==> src/rtl/rd_pkg.sv <==
// Shared encodings for the receive running-disparity path: RD states, symbol classes
// and the ones-count thresholds that separate them.
package rd_pkg;

  typedef enum logic [1:0] {
    RD_UNK = 2'b00,
    RD_NEG = 2'b01,
    RD_POS = 2'b10
  } rd_state_e;

  typedef enum logic [1:0] {
    NEUTRAL = 2'b00,
    POS     = 2'b01,
    NEG     = 2'b10,
    INVALID = 2'b11
  } sym_class_e;

  localparam logic [3:0] ONES_NEG     = 4'd4;
  localparam logic [3:0] ONES_NEUTRAL = 4'd5;
  localparam logic [3:0] ONES_POS     = 4'd6;

endpackage

==> src/rtl/rd_sym_class.sv <==
// Combinational 10b symbol classifier: popcount mapped to NEUTRAL/POS/NEG/INVALID.
module rd_sym_class
  import rd_pkg::*;
(
  input  logic [9:0]  i_sym,
  output sym_class_e  o_class
);

  logic [3:0] w_ones;

  always_comb begin
    w_ones = 4'd0;
    for (int i = 0; i < 10; i++) begin
      w_ones = w_ones + 4'(i_sym[i]);
    end
  end

  always_comb begin
    o_class = INVALID;
    unique case (w_ones)
      ONES_NEUTRAL: o_class = NEUTRAL;
      ONES_POS:     o_class = POS;
      ONES_NEG:     o_class = NEG;
      default:      o_class = INVALID;
    endcase
  end

endmodule

==> config.mk <==
export PLATFORM = sky130hd
export DESIGN_NAME = rd_sym_class
export DESIGN_NICKNAME = d
export VERILOG_FILES = /design/src/rtl/rd_pkg.sv /design/src/rtl/rd_sym_class.sv
export SDC_FILE = /design/constraint.sdc
export NUM_CORES = 1
export LEC_CHECK = 0
export BUFFER_PORTS_ARGS = -buffer_cell sky130_fd_sc_hd__buf_2
export CORE_AREA = 2 2 39 41
export DETAILED_ROUTE_END_ITERATION = 6
export DIE_AREA = 0 0 41 43
export SLEW_MARGIN = 20
export SYNTH_ARGS = -nofsm -noshare
export SYNTH_HDL_FRONTEND = slang
export SYNTH_SLANG_ARGS = --single-unit
==> constraint.sdc <==
create_clock -name vclk -period 5.4
set_input_delay 1.08 -clock vclk [all_inputs]
set_output_delay 1.08 -clock vclk [all_outputs]
set_load 0.1 [all_outputs]
After elaboration in Yosys (flattened, before gate mapping)
Index checks and enable logic that the tools add are counted.

word-level totals
  register bits = 0
  logic and storage cells = 13

operators by class
  mux-type cells = 1
  equality and inequality tests = 3
  add/subtract/negate cells = 9

operators by type and width
  kind                count
  $add 4x1->4         6
  $eq 4x3->1 const B  3
  $pmux 2 s3          1
  $add 3x1->4         1
  $add 2x1->3         1
  $add 1x1->2         1

Longest topological paths before layout
  depth after elaboration = 11
  depth in mapped cells = 11
  depth with buffers taken out = 11

Least setup slack after synthesis
Ideal clock, no wire load.

  path type = input-to-output
  start point = in i_sym[0]
  end point = out o_class[1]
  stages = 10
  arrival time = 4071 ps
  required time = 4320 ps
  slack = 249 ps
  buffers on the path = 0
  path through = fa_1 > fa_1 > inv_1 > fa_1 > inv_1 > ha_1 > inv_1 > fa_1 > xnor2_1 > nand2_1

on the way
  cells in the longest elaborated chain, start to end = 11

ends and longest elaborated chain
  item                        line                source
  start, declared             rd_sym_class.sv:5   input logic [9:0] i_sym,
  $add 1x1->2 *               rd_sym_class.sv:14  w_ones = w_ones + 4'(i_sym[i]);
  $add 2x1->3 *               rd_sym_class.sv:14
  $add 3x1->4 *               rd_sym_class.sv:14
  $add 4x1->4 * (6 in a row)  rd_sym_class.sv:14
  $eq 4x3->1                  rd_sym_class.sv:20  unique case (w_ones)
  $pmux 2 s3 *                rd_sym_class.sv:20
  end, declared               rd_sym_class.sv:6   output sym_class_e o_class

Every way passes the cells marked *; elsewhere a longest branch is shown, timed or not.

Worst setup path after layout
Same ends and word-level chain as after synthesis.

==> impl_metrics.tcl <==
set metrics [dict create \
    flops_and_latches 0 \
    synth_area_um2 221 \
    die_area_mm2 0.00176 \
    swShare_pct 61.9 \
    dieWidth_um 41 \
    gp_congestion 0.549 \
    power_mw 0.181 \
    power_frac_comb_pct 100.0 \
    layout_min_cycle_time_ns 4.99 \
    top_layer "met3" \
    drv_cap 0 \
    hold_buffers 0 \
    wl_met2_um 247 \
    slew_violations 0 \
    grt_pass1_wl_um 745 \
    min_path_type "input pin to primary output" \
    ant_nets 0 \
    initial_core_util_pct 16.0 \
    via_count 184 \
    track_usage_pct 5.84 \
    vias_per_cell 3.47 \
    wl_met3_um 18 \
    io_pins 12 \
    slew_headroom_pct 91.7 \
    powerDensity_mw_per_mm2 547 \
    crit_top_cell "fa_1" \
    grt_pass1_vias 205 \
    synthCells 25 \
    dr.pass1.iters 1 \
    hold_viol 0 \
    drive_gt1_share_pct 32.4 \
    synth.distinct_cells 8 \
    tightest_slew_ns 0.124 \
    seqPwrFrac_pct 0 \
    crit_path_end_kind "primary output" \
    core_region_area_mm2 0.00138 \
    fmax_mhz 201 \
    drt-initial-drc-count 0 \
    cp_cell_sequence "buf_2 -> fa_1 -> fa_1 -> inv_1 -> fa_1 -> inv_1 -> ha_1 -> inv_1 -> fa_1 -> xnor2_1 -> nand2_1 -> buf_12" \
    num_antenna_cells 0 \
    hpwl_um 393 \
    p_leak_nw 0.182 \
    critPathMaxStageDelay_ns 0.51 \
    yosys_warnings 0 \
    antenna_found_initial 0 \
    status "finished, final reports clean" \
    final_cell_mix "inv_1 (10), buf_2 (10), fa_1 (6), nand2_1 (3)" \
    grt-ovfl-total 0 \
    critical_path.max_fanout 2 \
    required_ns 4.32 \
    grt_max_degree 3 \
    critPathKind "input pin to primary output" \
    tns_ns 0 \
    period_share_pct 92.3 \
    io_buffers 12 \
    met1Wirelength_um 110 \
    cts_resized 0 \
    seq_area_um2 0 \
    postSynthAreaPerCell_um2 8.86 \
    power_switching_mw 0.112 \
    finalSetupViolations 0 \
    nClkBuffers 0 \
    nFillCells 161 \
    drc 0 \
    cpMaxStageDelayCell "fa_1" \
    syn_to_final_growth_pct 49.7 \
    p_int_mw 0.0690 \
    rsz0062_at_grt "no" \
    multi_input_area_um2 184 \
    start_kind "input pin" \
    synth_fp_nets 43 \
    layout.nets 57 \
    wirelength_um 377 \
    cts_setup_buffers 0 \
    die_y_um 43 \
    cp.arrival_ns 3.91 \
    p_clk_share_pct 0 \
    seq_area_frac_synth_pct 0 \
    std_cell_rows 14 \
    wl_per_cell_um 7.11 \
    peakVddDrop_v 0.000199 \
]
## logic make-up (layout without fill, tap and decap cells)
logic type / count (synthesis) / count (layout) / share of synthesized area, %
AOI/OAI and AO/OA: 1 / 1 / 3.96
xor gates and xnor gates: 1 / 1 / 3.96
adders and majority gates: 8 / 8 / 65.5
buffers and inverters: 10 / 22 / 17.0
and+or+nand+nor: 5 / 5 / 9.60
## path summary, 6_finish.rpt
| path | end | from | cells after the start |
|---|---|---|---|
| setup / recovery | o_class[1] | i_sym[0] | 12 |
| hold / removal | o_class[1] | i_sym[2] | 5 |
## worst max-delay path: cells and delay by family
kind,cells,cell delay (ns)
buffers and inverters,5,0.45
XOR/XNOR,1,0.17
adder cells (fa/ha/maj),5,2.11
AND/OR/NAND/NOR,1,0.10
## synth_stat cells (all sizes together)
library cell | instances | area [um2]
inv | 10 | 37.5
fa | 6 | 120
nand2 | 3 | 11.3
ha | 2 | 25.0
a31o | 1 | 8.76
nor2 | 1 | 3.75
nor2b | 1 | 6.26
xnor2 | 1 | 8.76
## layout make-up
type,count,area share (%)
inverter,10,11.3
timing repair buffer,12,27.2
tap,16,6.04
multi-input combinational,15,55.5
## power groups by stage
| stage | combinational, mW | clock (mW) | sequential [mW] |
|---|---|---|---|
| after detailed placement | 0.184 | 0 | 0 |
| after global placement | 0.181 | 0 | 0 |
| after global routing | 0.195 | 0 | 0 |
| after floorplan | 0.125 | 0 | 0 |
| after CTS | 0.184 | 0 | 0 |
| final | 0.181 | 0 | 0 |
## routing by layer
metal  vias to the layer above  global-route usage (%)
met1                        87                    5.50
met5                         -                       0
li1                         93                       -
met3                         0                       0
met2                         4                    12.8
met4                         0                       0
## through the flow
step | std cells | hold WS [ns] | util, % | cell area [um2] | worst slack (ns)
global route | 53 | 2.76 | 24.0 | 332 | 0.281
global placement | 53 | 2.71 | 24.0 | 332 | 0.402
floorplan | 25 | 2.92 | - | 221 | 0.249
finish | 53 | 2.71 | 24.0 | 332 | 0.413
detailed placement | 53 | 2.72 | 24.0 | 332 | 0.390
CTS | 53 | 2.72 | 24.0 | 332 | 0.380
Power figures use the tool's default switching activity.
